File: src/rtl/midi_tx.sv
// MIDI transmitter: validates one channel/real-time message and serializes it as 8N1 frames on tx.
// Optional running-status suppression is enabled with `define MIDI_RUNNING_STATUS_EN.
module midi_tx #(
  parameter int CLK_FREQ = 50000000,
  parameter int BAUD     = 31250
) (
  input  logic       clk,
  input  logic       rst,
  input  logic       msg_valid,
  output logic       msg_ready,
  input  logic [7:0] status_in,
  input  logic [7:0] data1_in,
  input  logic [7:0] data2_in,
  output logic       tx,
  output logic       busy,
  output logic       done,
  output logic       error
);

  localparam int CLKS_PER_BIT = CLK_FREQ / BAUD;
  localparam int CNT_W        = (CLKS_PER_BIT < 2) ? 1 : $clog2(CLKS_PER_BIT);
  localparam int IDX_W        = $clog2(8);
  localparam logic [CNT_W-1:0] CNT_MAX = CNT_W'(CLKS_PER_BIT - 1);

  generate
    if (CLKS_PER_BIT < 2) begin : g_bad_baud
      $error("midi_tx: CLKS_PER_BIT must be at least 2");
    end
  endgenerate

  typedef enum logic [2:0] {
    S_IDLE, S_CHECK, S_START, S_BITS, S_STOP, S_DONE, S_ERR
  } state_t;

  state_t state, state_nx;

  logic [CNT_W-1:0] cnt;
  logic [IDX_W-1:0] bit_idx;
  logic [1:0]       rem;
  logic             bit_done;

  logic [7:0] status_r, data1_r, data2_r;
  logic [7:0] shreg, seq1, seq2;

  logic [1:0] msg_len, rem_init;
  logic       reject;
  logic [7:0] first_byte, seq1_init, seq2_init;

`ifdef MIDI_RUNNING_STATUS_EN
  logic [7:0] last_status;
  logic       is_chan;
  assign is_chan = status_r[7] && (status_r[7:4] != 4'hF);
`endif

  assign bit_done  = (cnt == '0);
  assign msg_ready = (state == S_IDLE);

  // Decode of the captured message: length, validity and byte order
  always_comb begin
    msg_len = 2'd3;
    reject  = 1'b0;
    if (!status_r[7])                      reject  = 1'b1;
    else if (status_r[7:3] == 5'b11110)    reject  = 1'b1;
    else if (status_r[7:3] == 5'b11111)    msg_len = 2'd1;
    else if (status_r[7:5] == 3'b110)      msg_len = 2'd2;
    if ((msg_len >= 2'd2) && data1_r[7])   reject  = 1'b1;
    if ((msg_len == 2'd3) && data2_r[7])   reject  = 1'b1;

    first_byte = status_r;
    seq1_init  = data1_r;
    seq2_init  = data2_r;
    rem_init   = msg_len - 2'd1;
`ifdef MIDI_RUNNING_STATUS_EN
    if (is_chan && (status_r == last_status)) begin
      first_byte = data1_r;
      seq1_init  = data2_r;
      rem_init   = msg_len - 2'd2;
    end
`endif
  end

  always_comb begin
    state_nx = state;
    case (state)
      S_IDLE:  if (msg_valid) state_nx = S_CHECK;
      S_CHECK: state_nx = reject ? S_ERR : S_START;
      S_START: if (bit_done) state_nx = S_BITS;
      S_BITS:  if (bit_done && (bit_idx == IDX_W'(7))) state_nx = S_STOP;
      S_STOP:  if (bit_done) state_nx = (rem != 2'd0) ? S_START : S_DONE;
      S_DONE:  state_nx = S_IDLE;
      S_ERR:   state_nx = S_IDLE;
      default: state_nx = S_IDLE;
    endcase
  end

  // Control: state, bit timing and remaining-byte count
  always_ff @(posedge clk) begin
    if (rst) begin
      state   <= S_IDLE;
      cnt     <= CNT_MAX;
      bit_idx <= '0;
      rem     <= 2'd0;
    end else begin
      state <= state_nx;
      if ((state inside {S_START, S_BITS, S_STOP}) && !bit_done)
        cnt <= cnt - CNT_W'(1);
      else
        cnt <= CNT_MAX;
      if (state == S_START)
        bit_idx <= '0;
      else if ((state == S_BITS) && bit_done)
        bit_idx <= bit_idx + IDX_W'(1);
      if (state == S_CHECK)
        rem <= rem_init;
      else if ((state == S_STOP) && bit_done && (rem != 2'd0))
        rem <= rem - 2'd1;
    end
  end

  // Data path: message capture and shift register; the next byte loads on the last stop cycle
  always_ff @(posedge clk) begin
    if ((state == S_IDLE) && msg_valid) begin
      status_r <= status_in;
      data1_r  <= data1_in;
      data2_r  <= data2_in;
    end
    if (state == S_CHECK) begin
      shreg <= first_byte;
      seq1  <= seq1_init;
      seq2  <= seq2_init;
    end else if ((state == S_BITS) && bit_done) begin
      shreg <= {1'b0, shreg[7:1]};
    end else if ((state == S_STOP) && bit_done && (rem != 2'd0)) begin
      shreg <= seq1;
      seq1  <= seq2;
    end
  end

  // Registered outputs, one cycle behind the state register
  always_ff @(posedge clk) begin
    if (rst) begin
      tx    <= 1'b1;
      busy  <= 1'b0;
      done  <= 1'b0;
      error <= 1'b0;
    end else begin
      tx    <= (state == S_START) ? 1'b0 : ((state == S_BITS) ? shreg[0] : 1'b1);
      busy  <= ((state == S_CHECK) && !reject) || (state inside {S_START, S_BITS, S_STOP});
      done  <= (state == S_DONE);
      error <= (state == S_ERR);
    end
  end

`ifdef MIDI_RUNNING_STATUS_EN
  always_ff @(posedge clk) begin
    if (rst)
      last_status <= 8'h00;
    else if ((state == S_CHECK) && !reject && is_chan)
      last_status <= status_r;
  end
`endif

endmodule

File: config.mk
export PLATFORM = sky130hd
export DESIGN_NAME = midi_tx
export DESIGN_NICKNAME = d
export VERILOG_FILES = /design/src/rtl/midi_tx.sv
export SDC_FILE = /design/constraint.sdc
export NUM_CORES = 1
export LEC_CHECK = 0
export CORE_MARGIN = 3
export CORE_UTILIZATION = 45
export DETAILED_ROUTE_END_ITERATION = 10
export PLACE_DENSITY = 0.8
export SYNTH_ARGS = -nofsm -noshare
export SYNTH_HDL_FRONTEND = slang
export SYNTH_SLANG_ARGS = --single-unit
File: constraint.sdc
create_clock -name clk -period 1.8 [get_ports clk]
set_input_delay 0.45 -clock clk [delete_from_list [all_inputs] [get_ports clk]]
set_output_delay 0.45 -clock clk [all_outputs]
set_load 0.05 [all_outputs]
Word level (Yosys, flattened, before mapping). Cells that the tools add are included.

Logic and storage cells: 83. Output and inout bits: 5. Latch bits: 0. Flip-flop bits (word level): 71. ROM bits: 0. RAM bits: 0. Memories: 0.

Shift operators: 0. Divide/modulo/power cells: 0. Reduce and logical (&&, ||, !) cells: 22. Equal/unequal tests: 16. Bitwise logic cells: 1. $mul: 0. Add/subtract/negate cells: 4. Muxes and demuxes: 25. Order comparisons: 1.

Operators with widths (count): 2-to-1 mux 8 bit (6); 2-to-1 mux 3 bit (6); == test 3 bit, second input constant (5); case mux 3 bit (5 select lines) (1); logical NOT 11 bit (1); subtractor 11 x 1 -> 11 bit, second input constant (1); == test 5 bit, second input constant (2); 2-to-1 mux 2 bit (5); logical AND 1 bit (9); inequality test 2 bit, second input constant (4); 2-to-1 mux 1 bit (7); == test 3 x 2 -> 1 bit, second input constant (2); nonzero test 3 bit (2); AND reduction 4 bit (1); nonzero test 2 bit (2); OR reduction 2 bit (2); subtractor 2 x 1 -> 2 bit, second input constant (2); adder 3 x 1 -> 3 bit, second input constant (1); == test 3 x 1 -> 1 bit, second input constant (1); logical NOT 3 bit (1); == test 2 bit, second input constant (1); >= comparator 2 bit, second input constant (1); logical NOT 1 bit (2); inequality test 2 x 1 -> 1 bit, second input constant (1); other kinds (3) (3).

Depth between registers and ports, before layout. Gate-level depths: netlist of the first run.

Word-level depth: 12. Mapped depth: 8.

Worst setup path after synthesis of the first run. Ideal clock, no wire load.

Path kind: register to register. From: register state[0]. To: register data1_r[0] (enable). Required time: 1.417 ns. Stages on the path, launching flop included: 4. Slack: -1.035 ns. Setup time: 0.383 ns. Period minus slack after synthesis: 2.835 ns. Buffers on the path: 1. Arrival time: 2.452 ns. Path through: dfxtp_1 > clkbuf_1 > nor3_1 > and2_1.

Cells in the longest elaborated chain, start to end: 2.

RTL lines: from (decl) (RTL line 35) `state_t state, state_nx;`; from (signal assigned) (RTL line 104) `state <= state_nx;`; logical NOT 3 bit; via msg_ready (RTL line 10) `output logic msg_ready,`; logical AND 1 bit (RTL line 122) `if ((state == S_IDLE) && msg_valid) begin`; to (signal assigned) (RTL line 124) `data1_r <= data1_in;`; to (decl) (RTL line 42) `logic [7:0] status_r, data1_r, data2_r;`.

The timed path passes the listed nets, and every way through them passes these cells. A chain may end at the register's enable or synchronous reset.

Worst setup path in the final report of the first run.
From: register state[1]. To: output msg_ready.

Cells in the longest elaborated chain, start to end: 1.

RTL lines: logical NOT 3 bit (RTL line 56) `assign msg_ready = (state == S_IDLE);`; to (decl) (RTL line 10).

No other way between the ends.

==> metrics.txt, run 1 <==
# TYPE chip_impl_metric gauge
chip_impl_metric{name="cp_max_fo",unit=""} 4
chip_impl_metric{name="synth.ff_latch_count",unit=""} 71
chip_impl_info{name="critPathCaptureType",value="output port"} 1
chip_impl_info{name="worst_setup_path_start_kind",value="flip-flop"} 1
chip_impl_metric{name="max_freq",unit="MHz"} 580.9
chip_impl_metric{name="cts.reportedPaths.clkPinSlew",unit="ns"} 0.08
chip_impl_info{name="crit_path_top_delay_cell",value="sky130_fd_sc_hd__dfxtp_4"} 1
chip_impl_metric{name="worst-path-stages",unit=""} 3
chip_impl_metric{name="worst_skew_pair.late_latency",unit="ns"} 0.34
chip_impl_info{name="run_status",value="completed"} 1
chip_impl_metric{name="stdcell_count",unit=""} 368
chip_impl_metric{name="core",unit="µm²"} 6061
chip_impl_metric{name="period_minus_slack",unit="ns"} 1.721
chip_impl_metric{name="synth_simple_gate_area_share",unit="%"} 15.42
chip_impl_metric{name="p_leak",unit="µW"} 0.001468
chip_impl_metric{name="grt_max_degree",unit=""} 25
chip_impl_metric{name="drtAntennaViolNets",unit=""} 0
chip_impl_metric{name="final_total_pwr",unit="µW"} 5317
chip_impl_metric{name="tightest_hold_margin",unit="ns"} 0.4220
chip_impl_metric{name="worst_slew_margin_relative_to_its_limit",unit="%"} 73.31
chip_impl_info{name="combinational_family_with_the_most_area_after_synthesis",value="simple AND/OR/NAND/NOR gates"} 1
chip_impl_metric{name="final_weighted_congestion_in_routability_driven_placement",unit=""} 0.8721
chip_impl_metric{name="ir_worst_vdd",unit="V"} 0.001132
chip_impl_metric{name="antenna_found_initial",unit=""} 0
chip_impl_info{name="mostFrequentLayoutCells",value="48 x sky130_fd_sc_hd__edfxtp_1, 38 x sky130_fd_sc_hd__nand2_1, 31 x sky130_fd_sc_hd__buf_4"} 1
chip_impl_metric{name="routed-via-count",unit=""} 1937
chip_impl_metric{name="net_count_after_synthesis",unit=""} 258
chip_impl_metric{name="yosysWarningCount",unit=""} 0
chip_impl_metric{name="worst_slew_pin_slew",unit="ns"} 0.3966
chip_impl_metric{name="synth_compound_area_share",unit="%"} 10.45
chip_impl_metric{name="fin_area",unit="µm²"} 3710
chip_impl_metric{name="ys_types",unit=""} 50
chip_impl_metric{name="cts_sinks",unit=""} 71
chip_impl_info{name="crit-reg2reg-launch",value="cnt[5]"} 1
chip_impl_metric{name="grt_first_pass_wirelength",unit="mm"} 8.811
chip_impl_info{name="crit_path_cell_trace",value="buf_4, nor3_4, buf_12"} 1
chip_impl_info{name="timing.hold.worst.class",value="reg2reg"} 1
chip_impl_metric{name="fraction_of_the_cycle_the_final_worst_path_needs",unit="%"} 95.63
chip_impl_metric{name="ioPinCount",unit=""} 32
chip_impl_metric{name="synth_enable_flop_cells",unit=""} 48
chip_impl_metric{name="fraction_of_registers_with_async_set_reset",unit="%"} 0
chip_impl_info{name="reg2reg_to",value="shreg[4]"} 1
chip_impl_metric{name="place_area",unit="µm²"} 3451
chip_impl_metric{name="cts-hold-fix-buffers",unit=""} 0
chip_impl_metric{name="design.final.nets",unit=""} 319
chip_impl_metric{name="regToRegSetupSlack",unit="ns"} 0.08
chip_impl_metric{name="detailed_place_hpwl",unit="mm"} 3.637
chip_impl_info{name="final_common_cell",value="sky130_fd_sc_hd__edfxtp_1"} 1
chip_impl_metric{name="syn-cell-area",unit="µm²"} 2873
chip_impl_info{name="cts.root.buffer_cell",value="sky130_fd_sc_hd__clkbuf_8"} 1
chip_impl_metric{name="portBuffers",unit=""} 31
chip_impl_metric{name="grtUsageTotal",unit="%"} 15.63
chip_impl_metric{name="cts_max_level",unit=""} 3
chip_impl_metric{name="numPlacedInstances",unit=""} 349
chip_impl_info{name="yosys_most_used_dff",value="sky130_fd_sc_hd__edfxtp_1"} 1
chip_impl_info{name="worst_setup_path_endpoint",value="msg_ready"} 1
chip_impl_metric{name="globalRoute.totalOverflow",unit=""} 0
chip_impl_metric{name="timing_hold_violations_final",unit=""} 0
chip_impl_metric{name="worstHoldPathCells",unit=""} 0
chip_impl_metric{name="placement_rows",unit=""} 28
chip_impl_metric{name="fin_setup_tns",unit="ns"} 0
chip_impl_metric{name="critical_path_s_largest_stage_delay",unit="ns"} 0.35
chip_impl_metric{name="drt_iter0_drcs",unit=""} 167
chip_impl_metric{name="setup_viol_count_final",unit=""} 0
chip_impl_metric{name="skew",unit="ns"} 0.005289
chip_impl_metric{name="die_width",unit="µm"} 85.90
chip_impl_metric{name="maxCapViolations",unit=""} 0
chip_impl_metric{name="route.final.wire_length",unit="mm"} 5.214
chip_impl_metric{name="n_antenna_cell",unit=""} 0
chip_impl_metric{name="post_synth_inst_count",unit=""} 227
chip_impl_metric{name="clk_path_buf_depth",unit=""} 2
chip_impl_metric{name="grt_pass1_vias",unit=""} 1945
chip_impl_metric{name="via_per_inst",unit=""} 5.264
chip_impl_metric{name="critical_path_required",unit="ns"} 1.35
chip_impl_metric{name="die_height",unit="µm"} 85.90
chip_impl_info{name="cts_tree",value="yes"} 1
chip_impl_metric{name="parity_gate_share_of_the_synthesized_area_counting_xor_and_xnor_cells",unit="%"} 3.049
chip_impl_metric{name="rr_worst_depth",unit=""} 6
chip_impl_metric{name="syn_area_cell",unit="µm²"} 12.66
chip_impl_info{name="critPathLaunch",value="state[1]"} 1
chip_impl_info{name="path_class",value="reg2out"} 1
chip_impl_metric{name="areaGrowthSynthToFinish",unit="%"} 29.14
chip_impl_metric{name="drt-pass1-iter-count",unit=""} 4
chip_impl_metric{name="cts_made_buffers",unit=""} 9
chip_impl_metric{name="yosys-mux-area-fraction",unit="%"} 0.6969
chip_impl_info{name="crit_family",value="flip-flops"} 1
chip_impl_metric{name="die-area",unit="µm²"} 7379
chip_impl_metric{name="drive_gt1_share",unit="%"} 23.55
chip_impl_metric{name="crit_path_arrival_time",unit="ns"} 1.27
chip_impl_metric{name="yosys.area_share.adder",unit="%"} 1.742
chip_impl_metric{name="critical_path.n_buffers_inverters",unit=""} 2
chip_impl_metric{name="areal_power_density_over_the_cells",unit="nW/µm²"} 1433
chip_impl_metric{name="wl_per_cell",unit="µm"} 14.17
chip_impl_metric{name="starting_density_of_the_core",unit="%"} 47.40
chip_impl_metric{name="synth_seq_area_share",unit="%"} 66.20
chip_impl_metric{name="slew_viol_final",unit=""} 0
chip_impl_metric{name="drc_errors",unit=""} 0
[sequential cells by signal, indices dropped and copies added (netlist names)]
signal and flops:
cnt 11, data1_r 8, data2_r 8, first_byte 8, seq1 8, seq2 8
shreg 8, bit_idx 3, state 3, rem 2, busy 1, done 1
error 1, tx 1
[worst min-delay path by stage]
stage                from      end  slack, ns
3_3_place_gp   data2_r[4]  seq2[4]       0.40
5_1_grt        data2_r[3]  seq2[3]       0.43
6_report       data2_r[4]  seq2[4]       0.42
3_5_place_dp   data2_r[4]  seq2[4]       0.41
4_1_cts        data2_r[4]  seq2[4]       0.42
2_1_floorplan      cnt[0]   cnt[0]       0.38
[metal layers]
metal / GRT usage (%) / part of all wire [%]
met4: 7.338 / 1.6
met3: 5.572 / 6.2
met2: 23.83 / 48
met5: 0 / 0
met1: 19.91 / 44
[cell usage after synthesis (all sizes together), types with 2 or more instances]
| cell type | n | area share (%) |
|---|---|---|
| edfxtp | 48 | 50 |
| a21boi | 2 | 0.52 |
| or3 | 5 | 1.1 |
| and4 | 2 | 0.65 |
| a211oi | 2 | 0.52 |
| nor2 | 12 | 1.6 |
| a21o | 7 | 1.8 |
| o21ai | 4 | 0.70 |
| xor2 | 4 | 1.2 |
| clkbuf | 6 | 0.78 |
| a211o | 3 | 0.91 |
| a22o | 7 | 2.1 |
| a311oi | 2 | 0.61 |
| dfxtp | 23 | 16 |
| and2 | 4 | 0.87 |
| nand2 | 39 | 5.1 |
| inv | 6 | 0.78 |
| nor4 | 4 | 1.6 |
| xnor2 | 6 | 1.8 |
| nor3 | 2 | 0.35 |
| a21oi | 3 | 0.52 |
| nand2b | 3 | 0.65 |
| mux2i | 2 | 0.70 |
| nand3 | 4 | 0.70 |
| buf | 4 | 0.87 |
| ha | 4 | 1.7 |
[kinds of logic after synthesis]
family / after synthesis
simple gates: 85
flops: 71
buf+inv: 16
mux: 2
compound gates: 39
xor+xnor: 10
fa+ha+maj: 4
[power by group]
part           internal (µW)  switching [µW]
sequential              2310             179
combinational            714             880
clock                    644             594
total                   3660            1650
[per-stage QoR]
step                worst slack [ns]  util (%)
detailed placement           0.04176     56.94
floorplan                   -0.03549         -
global route                -0.03006     61.21
CTS                         0.001807     60.16
global placement             0.07161     56.94
finish                       0.07858     61.21
[worst reg2reg max path: stages (launching register included)]
cell and delay (ns):
sky130_fd_sc_hd__dfxtp_2 0.35, sky130_fd_sc_hd__nor4_4 0.32, sky130_fd_sc_hd__buf_4 0.18, sky130_fd_sc_hd__and4_4 0.24, sky130_fd_sc_hd__nor2_1 0.07, sky130_fd_sc_hd__buf_4 0.15
sky130_fd_sc_hd__a21o_1 0.17
[area by class of cell]
cell class,count,area (µm²)
clock buffers,9,123.9
clock inverters,7,71.32
fillers,473,2351
inverters,6,22.52
multi-input cells,140,945.9
flip-flops and latches,71,1908
well taps,75,93.84
repair buffers,60,544.3
[timing repair]
| item | 4_1_cts | 5_1_grt |
|---|---|---|
| setup endpoints to repair | 1 | 31 |
| pin swaps | 1 | 3 |
| buffers inserted | 0 | 3 |
| resized for setup | 0 | 14 |
Power figures use the tool's default switching activity.
==> run 2, diff against run 1 <==
- GPL_ROUTABILITY_DRIVEN: unset -> 0
- PLACE_DENSITY: 0.8 -> unset
- PLACE_DENSITY_LB_ADDON: unset -> 0.12
==> metrics.txt, run 2 (same netlist as run 1, synthesis figures left out) <==
# TYPE chip_impl_metric gauge
chip_impl_info{name="run_status",value="completed"} 1
chip_impl_metric{name="cts.repair_timing.setup_buffer_count",unit=""} 0
chip_impl_info{name="cts.root.buffer_cell",value="sky130_fd_sc_hd__clkbuf_8"} 1
chip_impl_metric{name="detailed_place_hpwl",unit="mm"} 3.572
chip_impl_metric{name="areaGrowthSynthToFinish",unit="%"} 28.40
chip_impl_metric{name="areal_power_density_over_the_cells",unit="nW/µm²"} 1441
chip_impl_metric{name="regToRegSetupSlack",unit="ns"} 0.05
chip_impl_metric{name="cts_max_level",unit=""} 3
chip_impl_metric{name="starting_density_of_the_core",unit="%"} 47.40
chip_impl_metric{name="period_minus_slack",unit="ns"} 1.745
chip_impl_metric{name="critical_path_required",unit="ns"} 1.86
chip_impl_metric{name="drive_gt1_share",unit="%"} 20.83
chip_impl_metric{name="placement_rows",unit=""} 28
chip_impl_metric{name="rr_worst_depth",unit=""} 5
chip_impl_metric{name="cts_made_buffers",unit=""} 9
chip_impl_metric{name="max_freq",unit="MHz"} 572.9
chip_impl_metric{name="grtUsageTotal",unit="%"} 15.55
chip_impl_metric{name="final_total_pwr",unit="µW"} 5314
chip_impl_metric{name="portBuffers",unit=""} 31
chip_impl_metric{name="fin_setup_tns",unit="ns"} 0
chip_impl_metric{name="cts_sinks",unit=""} 71
chip_impl_metric{name="worst_slew_margin_relative_to_its_limit",unit="%"} 76.42
chip_impl_info{name="mostFrequentLayoutCells",value="48 x sky130_fd_sc_hd__edfxtp_1, 37 x sky130_fd_sc_hd__nand2_1, 26 x sky130_fd_sc_hd__clkdlybuf4s50_1"} 1
chip_impl_metric{name="antenna_found_initial",unit=""} 0
chip_impl_metric{name="die-area",unit="µm²"} 7379
chip_impl_info{name="final_common_cell",value="sky130_fd_sc_hd__edfxtp_1"} 1
chip_impl_info{name="critPathCaptureType",value="flip-flop"} 1
chip_impl_metric{name="route.final.wire_length",unit="mm"} 5.305
chip_impl_metric{name="core",unit="µm²"} 6061
chip_impl_metric{name="design.final.nets",unit=""} 314
chip_impl_metric{name="slew_viol_final",unit=""} 0
chip_impl_metric{name="grt_first_pass_wirelength",unit="mm"} 8.638
chip_impl_metric{name="ir_worst_vdd",unit="V"} 0.001537
chip_impl_metric{name="drc_errors",unit=""} 0
chip_impl_info{name="reg2reg_to",value="seq1[2]"} 1
chip_impl_metric{name="skew",unit="ns"} 0.008785
chip_impl_metric{name="drt-pass1-iter-count",unit=""} 4
chip_impl_metric{name="drt_iter0_drcs",unit=""} 83
chip_impl_metric{name="ioPinCount",unit=""} 32
chip_impl_info{name="registers.top_by_ff_count",value="cnt"} 1
chip_impl_info{name="crit-reg2reg-launch",value="cnt[4]"} 1
chip_impl_metric{name="worst_slew_pin_slew",unit="ns"} 0.3504
chip_impl_info{name="path_class",value="reg2reg"} 1
chip_impl_metric{name="n_antenna_cell",unit=""} 0
chip_impl_metric{name="die_height",unit="µm"} 85.90
chip_impl_metric{name="drtAntennaViolNets",unit=""} 0
chip_impl_metric{name="worst_skew_pair.late_latency",unit="ns"} 0.34
chip_impl_info{name="hold_start",value="data2_r[1]"} 1
chip_impl_metric{name="fraction_of_the_cycle_the_final_worst_path_needs",unit="%"} 96.97
chip_impl_metric{name="p_leak",unit="µW"} 0.001442
chip_impl_metric{name="stdcell_count",unit=""} 363
chip_impl_metric{name="clk_path_buf_depth",unit=""} 2
chip_impl_metric{name="worstHoldPathCells",unit=""} 0
chip_impl_metric{name="filler_cell_count",unit=""} 502
chip_impl_metric{name="wl_per_cell",unit="µm"} 14.61
chip_impl_info{name="cts_tree",value="yes"} 1
chip_impl_metric{name="maxCapViolations",unit=""} 0
chip_impl_metric{name="cp_max_fo",unit=""} 8
chip_impl_info{name="timing.hold.worst.class",value="reg2reg"} 1
chip_impl_metric{name="timing_hold_violations_final",unit=""} 0
chip_impl_metric{name="via_per_inst",unit=""} 5.256
chip_impl_metric{name="die_width",unit="µm"} 85.90
chip_impl_metric{name="largest_reg_flops",unit=""} 11
chip_impl_metric{name="numPlacedInstances",unit=""} 347
chip_impl_metric{name="cts.reportedPaths.clkPinSlew",unit="ns"} 0.08
chip_impl_metric{name="setup_viol_count_final",unit=""} 0
chip_impl_info{name="whs_endpoint",value="seq2[1]"} 1
chip_impl_metric{name="crit_path_arrival_time",unit="ns"} 1.81
chip_impl_metric{name="grt_pass1_vias",unit=""} 1875
chip_impl_metric{name="globalRoute.totalOverflow",unit=""} 0
chip_impl_metric{name="cts-hold-fix-buffers",unit=""} 0
chip_impl_info{name="worst_setup_path_start_kind",value="flip-flop"} 1
chip_impl_metric{name="grt_max_degree",unit=""} 25
chip_impl_metric{name="routed-via-count",unit=""} 1908
chip_impl_info{name="critPathLaunch",value="cnt[4]"} 1
run 2: metrics by stage:
| step | instance area [µm²] | hold WS, ns | setup WS [ns] | util [%] |
|---|---|---|---|---|
| after global placement | 3448 | 0.4032 | -0.08711 | 56.90 |
| after global routing | 3689 | 0.4313 | -0.06737 | 60.86 |
| after CTS | 3647 | 0.4203 | 0.001781 | 60.18 |
| after floorplan | 2887 | 0.3838 | -0.03549 | - |
| after detailed placement | 3448 | 0.4045 | -0.1681 | 56.90 |
| final | 3689 | 0.4194 | 0.05452 | 60.86 |
run 2: how the worst max path moves through the flow:
stage               endpoint  slack (ns)  cells after the start
CTS                 shreg[6]       0.002                      7
detailed placement  shreg[6]       -0.17                      7
finish               seq1[2]        0.05                      5
global route         seq1[1]       -0.07                      5
global placement    shreg[7]       -0.09                      7
floorplan            seq1[0]       -0.04                      4
run 2: worst max-delay path: stages, from the launching register on:
cell	delay (ns)
sky130_fd_sc_hd__dfxtp_2	0.34
sky130_fd_sc_hd__nor4_4	0.33
sky130_fd_sc_hd__nand3_1	0.15
sky130_fd_sc_hd__or3_4	0.42
sky130_fd_sc_hd__nand2_2	0.10
sky130_fd_sc_hd__buf_12	0.12
run 2: metal layers:
metal | track usage (%) | vias to the layer above | share of wire (%)
met4 | 5.612 | 0 | 0.94
met3 | 5.283 | 6 | 6.8
met1 | 19.38 | 894 | 43
met5 | 0 | - | 0
li1 | - | 944 | -
met2 | 25.16 | 64 | 50
run 2: timing repair:
item                                    in CTS  in global routing
pin swaps                                    0                  1
gates resized for setup                      1                 11
endpoints found under the setup margin       8                 28
hold endpoints to repair                     0                  0
run 2: where the power goes:
part	leakage (µW)	internal, µW	switching [µW]
clock network	0.0000985	648	602
logic	0.000708	700	887
registers	0.000636	2300	177
run 2: cell type report:
class	count	area (µm²)	area share, %
Tap cell	75	93.84	2.544
Timing Repair Buffer	55	523.0	14.18
Clock inverter	6	68.82	1.866
Clock buffer	10	127.6	3.460
Sequential cell	71	1904	51.63
Inverter	6	22.52	0.6106
Multi-Input combinational cell	140	948.4	25.71
